$ cat config.mk
export PLATFORM = sky130hd
export DESIGN_NAME = instr_mem_prefetch
export DESIGN_NICKNAME = d
export VERILOG_FILES = /design/src/rtl/instr_mem_pkg.sv /design/src/rtl/prefetch_fifo.sv /design/src/rtl/instr_mem_prefetch.sv
export SDC_FILE = /design/constraint.sdc
export NUM_CORES = 1
export LEC_CHECK = 0
export ABC_CLOCK_PERIOD_IN_PS = 3200
export CORE_ASPECT_RATIO = 0.5
export CORE_MARGIN = 3
export CORE_UTILIZATION = 38
export CTS_BUF_LIST = sky130_fd_sc_hd__clkbuf_8
export CTS_CLUSTER_DIAMETER = 150
export DETAILED_ROUTE_END_ITERATION = 8
export PLACE_DENSITY = 0.66
export SYNTH_ARGS = -nofsm -noshare
export SYNTH_HDL_FRONTEND = slang
export SYNTH_SLANG_ARGS = --single-unit
$ cat constraint.sdc
create_clock -name Clk -period 3.2 [get_ports Clk]
set_clock_uncertainty 0.15 [all_clocks]
set_input_delay 0.8 -clock Clk [delete_from_list [all_inputs] [get_ports Clk]]
set_output_delay 0.8 -clock Clk [all_outputs]
set_load 0.005 [all_outputs]
$ cat src/rtl/instr_mem_pkg.sv
// Shared types and constants for the instruction-side fetch path.
package instr_mem_pkg;

    // All-zero word; decodes as a MIPS nop.
    localparam logic [31:0] NOP_INSTR = 32'h0000_0000;

    localparam int DEFAULT_DATA_WIDTH = 32;
    localparam int DEFAULT_ADDR_BITS  = 10;

    // One queued fetch: error flag, byte address, instruction word.
    // Modules built with a non-default width declare the same layout locally.
    typedef struct packed {
        logic                          err;
        logic [31:0]                   addr;
        logic [DEFAULT_DATA_WIDTH-1:0] data;
    } fetch_entry_t;

endpackage

$ cat src/rtl/prefetch_fifo.sv
// Generic synchronous FIFO with push, pop, flush and occupancy count.
// DEPTH must be a power of two (pointers wrap naturally).
module prefetch_fifo #(
    parameter int WIDTH = 65,
    parameter int DEPTH = 4
) (
    input  logic                   clk,
    input  logic                   rst_n,
    input  logic                   flush,
    input  logic                   push,
    input  logic [WIDTH-1:0]       push_data,
    input  logic                   pop,
    output logic [WIDTH-1:0]       head_data,
    output logic [$clog2(DEPTH):0] count,
    output logic                   empty
);

    localparam int PTR_W = $clog2(DEPTH);
    localparam int CNT_W = PTR_W + 1;

    logic [WIDTH-1:0] mem_q [DEPTH];
    logic [PTR_W-1:0] wr_ptr_q, wr_ptr_d;
    logic [PTR_W-1:0] rd_ptr_q, rd_ptr_d;
    logic [CNT_W-1:0] count_q, count_d;
    logic             do_push, do_pop;

    // Next pointers and count; flush empties the queue and overrides push/pop.
    always_comb begin
        // NOTE: every output of a combinational block gets a default first, otherwise a latch is inferred.
        do_push  = push && !flush && (count_q != CNT_W'(DEPTH));
        do_pop   = pop  && !flush && (count_q != '0);
        wr_ptr_d = wr_ptr_q;
        rd_ptr_d = rd_ptr_q;
        count_d  = count_q;
        if (flush) begin
            wr_ptr_d = '0;
            rd_ptr_d = '0;
            count_d  = '0;
        end else begin
            if (do_push) wr_ptr_d = wr_ptr_q + PTR_W'(1);
            if (do_pop)  rd_ptr_d = rd_ptr_q + PTR_W'(1);
            count_d = count_q + CNT_W'(do_push) - CNT_W'(do_pop);
        end
    end

    // Pointer and count registers.
    always_ff @(posedge clk or negedge rst_n) begin
        // NOTE: sequential state uses non-blocking assignments so all flops update together at the edge.
        if (!rst_n) begin
            wr_ptr_q <= '0;
            rd_ptr_q <= '0;
            count_q  <= '0;
        end else begin
            wr_ptr_q <= wr_ptr_d;
            rd_ptr_q <= rd_ptr_d;
            count_q  <= count_d;
        end
    end

    // Entry storage write port.
    // NOTE: storage is not reset; the count and pointers alone decide which entries are valid.
    always_ff @(posedge clk) begin
        if (do_push) mem_q[wr_ptr_q] <= push_data;
    end

    assign head_data = mem_q[rd_ptr_q];
    assign count     = count_q;
    assign empty     = (count_q == '0);

endmodule

$ cat src/rtl/instr_mem_prefetch.sv
// Instruction ROM with an autonomous sequential prefetcher and a small queue.
// Flow: issue (ROM read) -> read register -> queue -> consumer.
// Optional macro INSTR_MEM_BOUNDS_CHECK_EN: fetches above the ROM range return
// a nop with the error flag set instead of wrapping silently.
module instr_mem_prefetch
    import instr_mem_pkg::*;
#(
    parameter int          DATA_WIDTH = DEFAULT_DATA_WIDTH,
    parameter int          ADDR_BITS  = DEFAULT_ADDR_BITS,
    parameter int          FIFO_DEPTH = 4,
    parameter string       INIT_FILE  = "",
    parameter logic [31:0] RESET_PC   = 32'h0
) (
    input  logic                  Clk,
    input  logic                  Rst_n,
    input  logic                  Redirect,
    input  logic [31:0]           Redirect_Addr,
    input  logic                  Instr_Ready,
    output logic                  Instr_Valid,
    output logic [DATA_WIDTH-1:0] Instruction,
    output logic [31:0]           Instr_Addr,
    output logic                  Instr_Err
);

    localparam int CNT_W = $clog2(FIFO_DEPTH) + 1;

    typedef struct packed {
        logic                  err;
        logic [31:0]           addr;
        logic [DATA_WIDTH-1:0] data;
    } entry_t;

    logic [31:0]           pc_q, pc_d;
    logic                  rd_valid_q, rd_valid_d;
    entry_t                rd_entry_q, rd_entry_d;
    logic [ADDR_BITS-1:0]  rom_idx;
    logic [DATA_WIDTH-1:0] rom_word;
    logic                  fetch_err;
    entry_t                fetch_entry;
    logic                  issue;
    entry_t                head;
    logic [CNT_W-1:0]      q_count;
    logic                  q_empty;
    logic                  q_pop;

    // Upper PC bits are dropped, so the ROM index wraps modulo its depth.
    assign rom_idx = pc_q[ADDR_BITS+1:2];

    // ROM image: word i holds i*3.
    assign rom_word = DATA_WIDTH'(rom_idx) * DATA_WIDTH'(3);

`ifdef INSTR_MEM_BOUNDS_CHECK_EN
    assign fetch_err = ((pc_q >> (ADDR_BITS + 2)) != 32'd0);
`else
    assign fetch_err = 1'b0;
`endif

    assign fetch_entry.err  = fetch_err;
    assign fetch_entry.addr = pc_q;
    assign fetch_entry.data = fetch_err ? DATA_WIDTH'(NOP_INSTR) : rom_word;

    // Issue only when every outstanding fetch is guaranteed a queue slot;
    // a pop in the same cycle is deliberately not counted as free space.
    assign issue = !Redirect &&
                   ((int'(q_count) + int'(rd_valid_q)) < FIFO_DEPTH);

    // Next PC and read-stage contents; a redirect reloads the PC and drops the read stage.
    always_comb begin
        pc_d       = pc_q;
        rd_valid_d = issue;
        rd_entry_d = rd_entry_q;
        if (Redirect) begin
            pc_d = Redirect_Addr & ~32'h3;
        end else if (issue) begin
            pc_d       = pc_q + 32'd4;
            rd_entry_d = fetch_entry;
        end
    end

    // PC and read-stage registers.
    always_ff @(posedge Clk or negedge Rst_n) begin
        if (!Rst_n) begin
            pc_q       <= RESET_PC & ~32'h3;
            rd_valid_q <= 1'b0;
            rd_entry_q <= '0;
        end else begin
            pc_q       <= pc_d;
            rd_valid_q <= rd_valid_d;
            rd_entry_q <= rd_entry_d;
        end
    end

    assign q_pop = Instr_Valid && Instr_Ready;

    prefetch_fifo #(
        .WIDTH (DATA_WIDTH + 33),
        .DEPTH (FIFO_DEPTH)
    ) u_queue (
        .clk       (Clk),
        .rst_n     (Rst_n),
        .flush     (Redirect),
        .push      (rd_valid_q && !Redirect),
        .push_data (rd_entry_q),
        .pop       (q_pop),
        .head_data (head),
        .count     (q_count),
        .empty     (q_empty)
    );

    // Outputs read as zero whenever the queue is empty.
    assign Instr_Valid = !q_empty;
    assign Instruction = q_empty ? '0    : head.data;
    assign Instr_Addr  = q_empty ? 32'd0 : head.addr;
    assign Instr_Err   = !q_empty && head.err;

endmodule
## After elaboration in Yosys (flattened, before gate mapping)

Memory sizes are Yosys's and may differ from the RTL's.
Cells that the tools add are included.

| word-level totals | value |
|---|---|
| bits of input ports | 36 |
| register bits | 84 |
| bits in read-only memories | 0 |
| memories | 1 |
| output and inout port bits | 66 |
| word-level logic and storage cells | 45 |
| latch bits | 0 |
| memory bits (writable) | 176 |

Memory list:

| memory | depth | width | rd ports | clocked after memory_dff | wr ports | line | text |
|---|---|---|---|---|---|---|---|
| u_queue.mem_q | 4 | 44 | 1 | 0 | 1 | prefetch_fifo.sv:21 | `logic [WIDTH-1:0] mem_q [DEPTH];` |

| cells by class | value |
|---|---|
| multiply operators | 1 |
| bitwise operators | 1 |
| shifts and indexed selects | 0 |
| mux-type cells | 11 |
| $lt $le $gt $ge | 1 |
| add/subtract/negate cells | 6 |
| equal/unequal tests | 1 |
| div/mod/pow operators | 0 |
| reduce and logical (&&, ||, !) cells | 16 |

Operators by type and width:

| kind | number |
|---|---|
| 32-bit 2-to-1 mux | 4 |
| 32-bit by 3-bit adder with 32-bit output (second input constant) | 1 |
| 10-bit by 2-bit multiplier with 12-bit output (second input constant) | 1 |
| 2-bit 2-to-1 mux | 4 |
| 1-bit logical AND | 7 |
| 2-bit nonzero test | 3 |
| 2-bit by 1-bit adder with 2-bit output (second input constant) | 2 |
| 3-bit by 1-bit adder with 4-bit output | 1 |
| 4-bit by 3-bit less-than comparator with 1-bit output (second input constant) | 1 |
| 3-bit by 1-bit adder with 3-bit output | 1 |
| 3-bit logical NOT | 1 |
| 3-bit 2-to-1 mux | 1 |
| 3-bit inequality test (second input constant) | 1 |
| 3-bit nonzero test | 1 |
| 3-bit by 1-bit subtractor with 3-bit output | 1 |
| 1-bit logical NOT | 2 |
| 1-bit 2-to-1 mux | 2 |
| 2-bit AND reduction | 1 |
| 1-bit logical AND (second input constant) | 1 |
| 1-bit NOT | 1 |

## Depth between registers and ports, before layout

Gate-level depths: netlist of run 1.

| depth | value |
|---|---|
| word-level depth | 7 |
| depth in mapped cells | 11 |
| gate-level depth less buffers | 11 |

## Modules after synthesis

A second synthesis of run 1 with hierarchy kept.

| second synthesis, totals | value |
|---|---|
| cells, all modules | 863 |
| area, all modules | 13,922.1 sq um |

Modules (own cells, without submodules):

| module | instances | area an instance (sq um) | seq. area each (sq um) | cells an instance |
|---|---|---|---|---|
| prefetch_fifo | 1 | 9,867.0 | 7,982.7 | 384 |
| instr_mem_prefetch | 1 | 4,055.1 | 1,801.7 | 479 |

## Least setup slack after synthesis of run 1

Ideal clock, no wire load.

| timing | value |
|---|---|
| path type | input port to flip-flop |
| start | input port Redirect |
| end | register u_queue.count_q[2] (netlist: u_queue.count[2]) |
| data required time | 2,918 ps |
| setup time | 132 ps |
| cell stages on the path | 11 |
| arrival | 2,734 ps |
| path buffers | 3 |
| slack | 184 ps |
| cells stage by stage | clkbuf_1 > buf_1 > buf_1 > nor2_1 > ha_1 > inv_1 > ha_1 > inv_1 > fa_1 > xnor2_1 > nor2_1 |

| between the ends | value |
|---|---|
| cells in the longest elaborated chain, start to end | 7 |
| elaborated cells between the ends (all ways) | 9 |
| classes of those cells | add/sub (2); mux (1); reduce/logical (6) |

Ends and longest elaborated chain:

| item | line | text |
|---|---|---|
| start: declaration | instr_mem_prefetch.sv:16 | `input logic Redirect,` |
| 1-bit logical NOT | prefetch_fifo.sv:30, prefetch_fifo.sv:31, instr_mem_prefetch.sv:102 |  |
| 1-bit logical AND | instr_mem_prefetch.sv:102 | `.push (rd_valid_q && !Redirect),` |
| 1-bit logical AND (2 in series) | prefetch_fifo.sv:30 | `do_push = push && !flush && (count_q != CNT_W'(DEPTH));` |
| 3-bit by 1-bit adder with 3-bit output | prefetch_fifo.sv:42 | `count_d = count_q + CNT_W'(do_push) - CNT_W'(do_pop);` |
| 3-bit by 1-bit subtractor with 3-bit output | prefetch_fifo.sv:42 |  |
| 3-bit 2-to-1 mux * | prefetch_fifo.sv:35 | `if (flush) begin` |
| named net u_queue.count_d[2] | prefetch_fifo.sv:24 | `logic [CNT_W-1:0] count_q, count_d;` |
| end signal: assignment | prefetch_fifo.sv:56 | `count_q <= count_d;` |
| end: declaration | prefetch_fifo.sv:24 |  |

Mark *: on every way through the listed nets, which the timed path passes. The rest lies on a longest branch.
A chain may end at the register's enable or synchronous reset.

## Worst setup path after layout of run 1

| timing | value |
|---|---|
| start | register u_queue.rd_ptr_q[0] |
| end | output port Instr_Addr[24] |

| between the ends | value |
|---|---|
| cells in the longest elaborated chain, start to end | 2 |

Ends and longest elaborated chain:

| item | line | text |
|---|---|---|
| start: declaration | prefetch_fifo.sv:23 | `logic [PTR_W-1:0] rd_ptr_q, rd_ptr_d;` |
| start signal: assignment | prefetch_fifo.sv:55 | `rd_ptr_q <= rd_ptr_d;` |
| memory 4 x 44 bit | - |  |
| 32-bit 2-to-1 mux | instr_mem_prefetch.sv:113 | `assign Instr_Addr = q_empty ? 32'd0 : head.addr;` |
| end: declaration | instr_mem_prefetch.sv:21 | `output logic [31:0] Instr_Addr,` |

No other way between the ends.

==> flow_summary.json, run 1 <==
{
  "syn_avg_cell_area_um2": 13.9,
  "rows": 42,
  "yosys.area.top_type": "edfxtp_1",
  "power_density_mw_per_mm2": 763,
  "synth_cell_types": 62,
  "first_iter_violations": 491,
  "p_sw_mw": 2.97,
  "cts_tree": "yes",
  "finalSetupViolations": 0,
  "arrival_ns": 2.19,
  "wirelength_um": 23500,
  "start_kind": "flop",
  "antenna_found_initial": 1,
  "clkSinkCount": 243,
  "synth-seq-area-share_pct": 64.6,
  "grt_pass1_wl_um": 37300,
  "async_flop_share_pct": 32.5,
  "first_pass_iters": 5,
  "drv_slew": 0,
  "layout_worst_path_cycle_share_pct": 98.0,
  "io_buffers": 76,
  "area_delta_synth_final_pct": 20.0,
  "worstSetupPathType": "flop to primary output",
  "cts_buffers": 38,
  "syn_area_mm2": 0.0107,
  "cts_root_buf": "clkbuf_8",
  "min_path_type": "input pin to async pin",
  "vias_per_cell": 5.02,
  "finalNetCount": 940,
  "ys_ff_latch": 243,
  "ioPinCount": 102,
  "drive_gt1_share_pct": 19.1,
  "grt_usage_pct": 15.7,
  "tightest_slew_ns": 0.610,
  "fmax_mhz": 319,
  "seq_area_mm2": 0.00690,
  "synth_edf_count": 164,
  "htreeDepth": 2,
  "worstPathMaxFanout": 6,
  "fp.coreArea_mm2": 0.0270,
  "initial_utilization_pct": 39.5,
  "grt_pass1_vias": 6693,
  "clk_pin_slew_ns": 0.07,
  "maxCapViolCount": 0,
  "total_power_mw": 9.78,
  "grt_max_degree": 47,
  "synth_top_area_share_pct": 46.1,
  "drc": 0,
  "clock_latency_ns": 0.51,
  "postRouteAntennaNets": 0,
  "final_core_util_pct": 47.5,
  "period_needed_ns": 3.14,
  "combPwrFrac_pct": 31.1,
  "dieWidth_um": 243,
  "synth_flop_cell": "edfxtp_1",
  "diodes": 0,
  "timing.slew.headroom_pct": 59.3,
  "layout_common_cells": "edfxtp_1 (164), nand2_1 (134), dfrtp_1 (78)",
  "final_common_cell": "edfxtp_1",
  "gp_congestion": 0.899,
  "peakVddDrop_mv": 0.398,
  "critPathCaptureType": "primary output",
  "power_leakage_nw": 4.94,
  "vias": 6469,
  "post-place-cells": 1202,
  "cp-startpoint": "u_queue.rd_ptr_q[0]",
  "dieArea_mm2": 0.0303,
  "swShare_pct": 30.4,
  "power_frac_clock_pct": 23.6,
  "die_h_um": 125,
  "cts_max_path_buffers": 3,
  "p_seq_share_pct": 45.3,
  "status": "completed",
  "layout.cells.non_filler": 1288,
  "fillers": 2354,
  "rsz0062_at_grt": "yes",
  "synthCells": 767,
  "p_int_mw": 6.81,
  "dp_hpwl_um": 14900,
  "multi_input_area_mm2": 0.00349,
  "globalRouteOverflowTotal": 0,
  "wl_per_cell_um": 18.2,
  "synth_warnings": 0,
  "yosys-top-cells-area": "edfxtp_1 (46%), dfrtp_1 (19%), mux4_2 (8.6%)",
  "reg2reg_from": "u_queue.count[2]",
  "finalHoldViolations": 0,
  "required_ns": 2.25
}
[cell families after synthesis]
group | after synthesis | synth area share, %
and+or+nand+nor | 266 | 12.3
DFF | 243 | 64.6
AOI/OAI and AO/OA | 80 | 4.92
buffers and inverters | 80 | 3.98
muxes | 47 | 9.22
xor gates and xnor gates | 30 | 2.46
adders and majority gates | 20 | 2.48
other | 1 | 0.0351
[cell usage after synthesis (2+ instances only)]
master and instances:
and2_1 47, nand2_1 134, and4_1 3, and3_1 3, buf_1 2, nor2_1 21
o22a_1 2, o21ai_0 30, inv_1 18, a2111oi_0 2, mux4_2 41, buf_2 13
clkbuf_1 19, nor2b_1 6, xor2_1 9, dfrtp_1 79, edfxtp_1 164, a2111oi_2 2
o21a_1 2, a21oi_1 5, buf_4 25, ha_1 18, buf_6 2, a22oi_1 4
or3_1 5, a21o_1 2, a211oi_1 2, nand4_1 7, a31oi_1 6, fa_1 2
nand3_1 12, o21ai_1 11, xnor2_1 21, mux2i_1 5, nor3_1 11, nor4_1 6
[area by class of cell]
cell class / instances / share of cell area [%]
clock buffer: 41 / 4.40
clock inverter: 29 / 0.888
inverter: 19 / 0.556
multi-input combinational: 466 / 27.2
sequential: 243 / 53.8
tap: 374 / 3.65
timing repair buffer: 116 / 9.47
[state kept, by name (all words and copies together), names as in the netlist]
register	count
u_queue.wr_ptr_q	2
pc_q	30
u_queue.rd_ptr_q	2
u_queue.mem_q	164
rd_valid_q	1
u_queue.count	3
rd_entry_q	41
[final timing paths]
check                                       endpoint  slack [ns]  depth (start not counted)
worst max-delay path                  Instr_Addr[24]        0.06                          7
worst min-delay path                  rd_entry_q[43]        0.12                          1
worst max register to register      u_queue.count[2]        0.68                         12
worst min register to register  u_queue.mem_q[3][16]        0.36                          0
max in group asynchronous             rd_entry_q[61]        2.15                          2
min in group Clk                u_queue.mem_q[3][16]        0.36                          0
[power by group through the flow]
stage                     Sequential [mW]  Clock [mW]  Combinational, mW
final                                4.43        2.31               3.04
after global routing                 4.50        2.51               3.32
after CTS                            4.43        2.35               3.01
after detailed placement             4.48           0               2.83
after global placement               4.43           0               2.79
after floorplan                      4.33           0               1.64
[critical path: stages, from the launching register on]
cell,delay [ns]
dfrtp_2,0.46
buf_6,0.15
buf_16,0.14
buf_12,0.12
buf_6,0.11
mux4_2,0.42
and2_4,0.17
clkbuf_2,0.10
[metal layers]
metal  vias up  wire [µm]  share of wire, %  GRT usage [%]
li1       2999          -                 -              -
met1      3249      10900                46           21.9
met2       193      10900                47           25.3
met3        28       1250               5.3           2.84
met4         0        411               1.8           4.38
met5         -          0                 0              0
[through the flow]
stage,setup slack (ns),area [µm²],hold WS [ns],TNS [ns]
6_report,0.0628,12800,0.116,0
3_5_place_dp,0.342,11900,0.354,0
3_3_place_gp,0.357,11900,0.330,0
4_1_cts,-0.0675,12800,0.111,-0.262
5_1_grt,-0.00611,12800,0.135,-0.00888
2_1_floorplan,0.184,10800,0.304,0
[timing repair]
action / in CTS / in global routing
gates resized for setup: 95 / 24
endpoints found under the setup margin: 42 / 22
hold buffers: 0 / 0
pin swaps: 3 / 1
setup buffers: 12 / 2
gates cloned: 3 / 0
(Power assumes the default switching activity.)
==> run 2, diff against run 1 <==
--- a/config.mk
+++ b/config.mk
@@ -6,13 +6,12 @@
 export NUM_CORES = 1
 export LEC_CHECK = 0
 export ABC_CLOCK_PERIOD_IN_PS = 3200
-export CORE_ASPECT_RATIO = 0.5
 export CORE_MARGIN = 3
-export CORE_UTILIZATION = 38
+export CORE_UTILIZATION = 40
 export CTS_BUF_LIST = sky130_fd_sc_hd__clkbuf_8
 export CTS_CLUSTER_DIAMETER = 150
 export DETAILED_ROUTE_END_ITERATION = 8
-export PLACE_DENSITY = 0.66
+export PLACE_DENSITY = 0.68
 export SYNTH_ARGS = -nofsm -noshare
 export SYNTH_HDL_FRONTEND = slang
 export SYNTH_SLANG_ARGS = --single-unit
==> run 2 against run 1 <==
  * Die area decreased by 5.2%
  * Cell count decreased by 3.0%
  * Non-clock buffer count unchanged
  * Clock power increased by 10%
  * Sequential power about the same
  * Critical path type unchanged
  * Register-to-register slack about the same
  * Critical endpoint unchanged
  * Clock-buffer cell count increased by 2
  * Via count decreased by 1.8%
  * First-iteration DRC count decreased by 13%
  * Routed wire length decreased by 6.8%
  * Fmax increased by 0.14%
==> flow_summary.json, run 2 (synthesized netlist as in run 1, its figures left out) <==
{
  "initial_utilization_pct": 40.9,
  "rsz0062_at_grt": "yes",
  "clock_latency_ns": 0.53,
  "wl_per_cell_um": 17.5,
  "tightest_slew_ns": 0.630,
  "power_frac_clock_pct": 26.0,
  "io_buffers": 76,
  "start_kind": "flop",
  "period_needed_ns": 3.13,
  "htreeDepth": 2,
  "max_stage_delay_ns": 0.45,
  "cts_buffers": 39,
  "largest_register": "u_queue.mem_q",
  "fmax_mhz": 319,
  "drc": 0,
  "crit_chain": "buf_12, buf_12, buf_4, buf_4, mux4_2, and2_4, clkbuf_2",
  "r2r-end": "rd_entry_q[10]",
  "first_pass_iters": 5,
  "peakVddDrop_mv": 0.263,
  "hold_ws_ns": 0.124,
  "antenna_found_initial": 0,
  "p_seq_share_pct": 45.4,
  "tns_ns": 0,
  "p_int_mw": 6.94,
  "finalSetupViolations": 0,
  "cts_root_buf": "clkbuf_8",
  "ioPinCount": 102,
  "maxCapViolCount": 0,
  "reg_top3": "u_queue.mem_q: 164 flops, rd_entry_q: 41 flops, pc_q: 30 flops",
  "layout_worst_path_cycle_share_pct": 97.9,
  "layout.cells.non_filler": 1250,
  "cts_tree": "yes",
  "dp_hpwl_um": 13900,
  "arrival_ns": 2.18,
  "final_common_cell": "edfxtp_1",
  "finalNetCount": 941,
  "cts_max_path_buffers": 3,
  "clkSinkCount": 243,
  "worstPathMaxFanout": 6,
  "p_sw_mw": 2.82,
  "dieArea_mm2": 0.0287,
  "clk_pin_slew_ns": 0.06,
  "postRouteAntennaNets": 0,
  "swShare_pct": 28.9,
  "diodes": 0,
  "grt_pass1_vias": 6351,
  "area_delta_synth_final_pct": 19.9,
  "vias_per_cell": 5.08,
  "largest_reg_flops": 164,
  "worstSetupPathType": "flop to primary output",
  "status": "completed",
  "seq_area_mm2": 0.00690,
  "combPwrFrac_pct": 28.6,
  "hold_buffers": 0,
  "grt_pass1_wl_um": 34500,
  "power_density_mw_per_mm2": 763,
  "drive_gt1_share_pct": 17.4,
  "reg2reg_slack_ns": 0.67,
  "critPathCaptureType": "primary output",
  "min_path_type": "input pin to async pin",
  "layout_common_cells": "edfxtp_1 (164), nand2_1 (134), dfrtp_1 (77)",
  "fillers": 2269,
  "multi_input_area_mm2": 0.00346,
  "grt_max_degree": 43,
  "finalHoldViolations": 0,
  "required_ns": 2.25,
  "reg2reg_depth": 8,
  "dieWidth_um": 169,
  "critPathSlowestCell": "dfrtp_2",
  "power_leakage_nw": 5.09,
  "vias": 6351,
  "globalRouteOverflowTotal": 0,
  "fp.coreArea_mm2": 0.0261,
  "rows": 59,
  "wirelength_um": 21900,
  "first_iter_violations": 429,
  "reg2reg_from": "u_queue.count[1]",
  "grt_usage_pct": 15.3,
  "timing.slew.headroom_pct": 56.9,
  "gp_congestion": 0.869,
  "post-place-cells": 1161,
  "die_h_um": 169,
  "drv_slew": 0
}
==> run 2: cell count changes in the layout (fill, tap and decap cells not counted), sizes merged <==
cell and delta:
dlygate4sd2 +6, clkdlybuf4s15 -4, dlymetal6s2s +11, buf -10, inv -6, clkbuf -1
clkinv +3, bufinv +2
==> run 2: final cells by class <==
cell class	instances	area share, %
timing repair buffer	116	9.32
sequential	243	53.9
inverter	19	0.557
multi-input combinational	466	27.0
clock buffer	43	4.62
clock inverter	28	1.27
tap	335	3.27
==> run 2: power by group through the flow <==
stage | Sequential (mW) | Combinational, mW | Clock (mW)
global route | 4.50 | 3.10 | 2.76
CTS | 4.43 | 2.63 | 2.60
global placement | 4.47 | 2.70 | 0
detailed placement | 4.51 | 2.73 | 0
floorplan | 4.33 | 1.64 | 0
finish | 4.43 | 2.80 | 2.54
==> run 2: what timing repair did <==
| item | in CTS | in global routing |
|---|---|---|
| pin swaps | 0 | 1 |
| gates cloned | 0 | 1 |
| endpoints found under the setup margin | 42 | 15 |
| resized for setup | 32 | 25 |
| hold endpoints to repair | 0 | 0 |
| buffers inserted | 1 | 16 |
==> run 2: per-stage QoR <==
| stage | power [mW] | setup slack, ns | utilization [%] | cell area (µm²) |
|---|---|---|---|---|
| final | 9.76 | 0.0671 | 49.0 | 12800 |
| after global routing | 10.4 | -0.0110 | 49.0 | 12800 |
| after CTS | 9.67 | -0.103 | 48.1 | 12600 |
| after detailed placement | 7.24 | 0.328 | 45.3 | 11800 |
| after global placement | 7.17 | 0.324 | 45.3 | 11800 |
| after floorplan | 5.97 | 0.184 | - | 10800 |
==> run 2: worst max-delay path: cells and delay by family (launching register included) <==
kind | cells | cell delay, ns
DFF | 1 | 0.45
buffers and inverters | 5 | 0.63
and+or+nand+nor | 1 | 0.17
muxes | 1 | 0.41
==> run 2: worst max-delay path by stage <==
stage / start / to / slack [ns] / cells past startpoint
floorplan: Redirect / u_queue.count[2] / 0.18 / 11
global placement: u_queue.rd_ptr_q[0] / Instr_Addr[19] / 0.32 / 4
detailed placement: u_queue.rd_ptr_q[0] / Instr_Addr[2] / 0.33 / 4
CTS: u_queue.rd_ptr_q[0] / Instr_Addr[27] / -0.10 / 4
global route: u_queue.rd_ptr_q[0] / Instr_Addr[12] / -0.01 / 5
finish: u_queue.rd_ptr_q[0] / Instr_Addr[24] / 0.07 / 7
==> run 2: per-layer routing <==
layer	wire (µm)	track usage, %
met1	10200	21.9
met2	10100	23.9
met3	1070	3.05
met4	439	4.34
met5	0	0
==> run 3, diff against run 2 <==
--- a/config.mk
+++ b/config.mk
@@ -7,11 +7,11 @@
 export LEC_CHECK = 0
 export ABC_CLOCK_PERIOD_IN_PS = 3200
 export CORE_MARGIN = 3
-export CORE_UTILIZATION = 40
+export CORE_UTILIZATION = 55
 export CTS_BUF_LIST = sky130_fd_sc_hd__clkbuf_8
 export CTS_CLUSTER_DIAMETER = 150
 export DETAILED_ROUTE_END_ITERATION = 8
-export PLACE_DENSITY = 0.68
+export PLACE_DENSITY = 0.86
 export SYNTH_ARGS = -nofsm -noshare
 export SYNTH_HDL_FRONTEND = slang
 export SYNTH_SLANG_ARGS = --single-unit
==> run 3 against run 2 <==
  * Die area decreased by 26%
  * Fmax about the same
  * Register-to-register slack got worse by 0.32 ns
  * Global-route usage increased by 5.5 points
  * Clock-buffer cell count decreased by 1
  * Sequential share of layout area increased by 1.6 points
  * Non-clock buffer count decreased by 16
  * Critical path depth decreased by 2
  * Critical endpoint is now Instr_Addr[9]
  * Largest cell class unchanged
==> flow_summary.json, run 3 (synthesized netlist as in run 1, its figures left out) <==
{
  "cts_tree": "yes",
  "seq_area_mm2": 0.00690,
  "initial_utilization_pct": 56.5,
  "cts_buffers": 39,
  "clkSinkCount": 243,
  "start_kind": "flop",
  "tns_ns": 0,
  "postRouteAntennaNets": 0,
  "htreeDepth": 2,
  "dp_hpwl_um": 14200,
  "diodes": 0,
  "maxCapViolCount": 0,
  "status": "completed",
  "clock_latency_ns": 0.52,
  "setup_slack_ns": 0.0654,
  "fmax_mhz": 319,
  "cts_max_path_buffers": 3,
  "power_density_mw_per_mm2": 760,
  "vias_per_cell": 5.59,
  "wirelength_um": 21500,
  "dieArea_mm2": 0.0211,
  "cts_root_buf": "clkbuf_8",
  "hold_buffers": 0,
  "tightest_slew_ns": 0.712,
  "finalHoldViolations": 0,
  "drv_slew": 0,
  "grt_pass1_wl_um": 35100,
  "wl_per_cell_um": 18.6,
  "period_needed_ns": 3.13,
  "layout_common_cells": "edfxtp_1 (164), nand2_1 (134), dfrtp_1 (78)",
  "min_path_type": "input pin to async pin",
  "total_power_mw": 9.44,
  "multi_input_area_mm2": 0.00344,
  "antenna_found_initial": 0,
  "hold_ws_ns": 0.123,
  "largest_register": "u_queue.mem_q",
  "layout_worst_path_cycle_share_pct": 98.0,
  "area_delta_synth_final_pct": 16.3,
  "worstPathMaxFanout": 6,
  "reg2reg_depth": 8,
  "dieWidth_um": 145,
  "worstSetupPathType": "flop to primary output",
  "die_h_um": 145,
  "peakVddDrop_mv": 0.314,
  "grt_max_degree": 47,
  "rsz0062_at_grt": "no",
  "timing.slew.headroom_pct": 51.3,
  "io_buffers": 76,
  "clk_pin_slew_ns": 0.06,
  "final_common_cell": "edfxtp_1",
  "finalSetupViolations": 0,
  "power_leakage_nw": 4.82,
  "final_area_mm2": 0.0124,
  "postPlaceCellArea_mm2": 0.0117,
  "arrival_ns": 2.18,
  "ioPinCount": 102,
  "fp.coreArea_mm2": 0.0189,
  "drc": 0,
  "vias": 6458,
  "largest_reg_flops": 164,
  "pre_cts_slack_ns": 0.311,
  "first_pass_iters": 5,
  "grt_usage_pct": 20.8,
  "globalRouteOverflowTotal": 0,
  "required_ns": 2.25,
  "gp_congestion": 0.893,
  "first_iter_violations": 587,
  "fillers": 1352,
  "critPathCaptureType": "primary output",
  "drive_gt1_share_pct": 15.1,
  "grt_pass1_vias": 6519,
  "rows": 50,
  "reg_top3": "u_queue.mem_q: 164 flops, rd_entry_q: 41 flops, pc_q: 30 flops",
  "finalNetCount": 925
}
[run 3: changes by cell type in the layout (fill, tap and decap cells not counted), moves of 3 or more]
cell            delta
and2_4             -7
and2_1             +7
buf_4              -9
dlymetal6s2s_1    -11
buf_12             -5
dlygate4sd2_1     +11
inv_1              -3
buf_6              -3
[run 3: what timing repair did]
item	in CTS	in global routing
resized for setup	48	1
cloned	2	0
setup buffers	2	0
endpoints found under the setup margin	42	2
pin swaps	1	0
[run 3: worst paths after layout]
check,from,to,slack [ns]
worst max register to register,u_queue.count[1],rd_entry_q[50],0.35
worst min register to register,rd_entry_q[44],u_queue.mem_q[0][24],0.35
worst min-delay path,Rst_n,pc_q[26],0.12
worst max-delay path,u_queue.rd_ptr_q[0],Instr_Addr[9],0.07
max in group asynchronous,Rst_n,rd_entry_q[41],2.17
min in group Clk,rd_entry_q[44],u_queue.mem_q[0][24],0.35
[run 3: layout make-up]
cell class	count	area share [%]
multi-input cells	466	27.7
inverters	19	0.574
clock buffers	42	4.65
well taps	260	2.62
repair buffers	100	7.80
flip-flops and latches	243	55.6
clock inverters	26	1.08
[run 3: metrics by stage]
stage               util, %  cells
floorplan                 -    789
global placement       61.9   1085
detailed placement     61.9   1085
CTS                    65.9   1157
global route           65.7   1156
finish                 65.7   1156
[run 3: critical path: stages, from the launching register on]
cell           delay, ns
dfrtp_2             0.45
buf_12              0.17
buf_16              0.13
mux4_2              0.49
and2_1              0.17
dlygate4sd2_1       0.25
[run 3: where the power goes]
group	internal [mW]	total, mW	switching [mW]	leakage [nW]
clock network	1.29	2.42	1.14	0.422
registers	4.03	4.44	0.416	2.46
logic	1.31	2.57	1.26	1.93
[run 3: layer usage]
metal	up-vias	wire length, µm	GRT usage (%)
li1	2949	-	-
met1	3189	9300	29.6
met2	266	10200	32.3
met3	54	1350	3.99
met4	0	677	8.17
met5	-	0	0
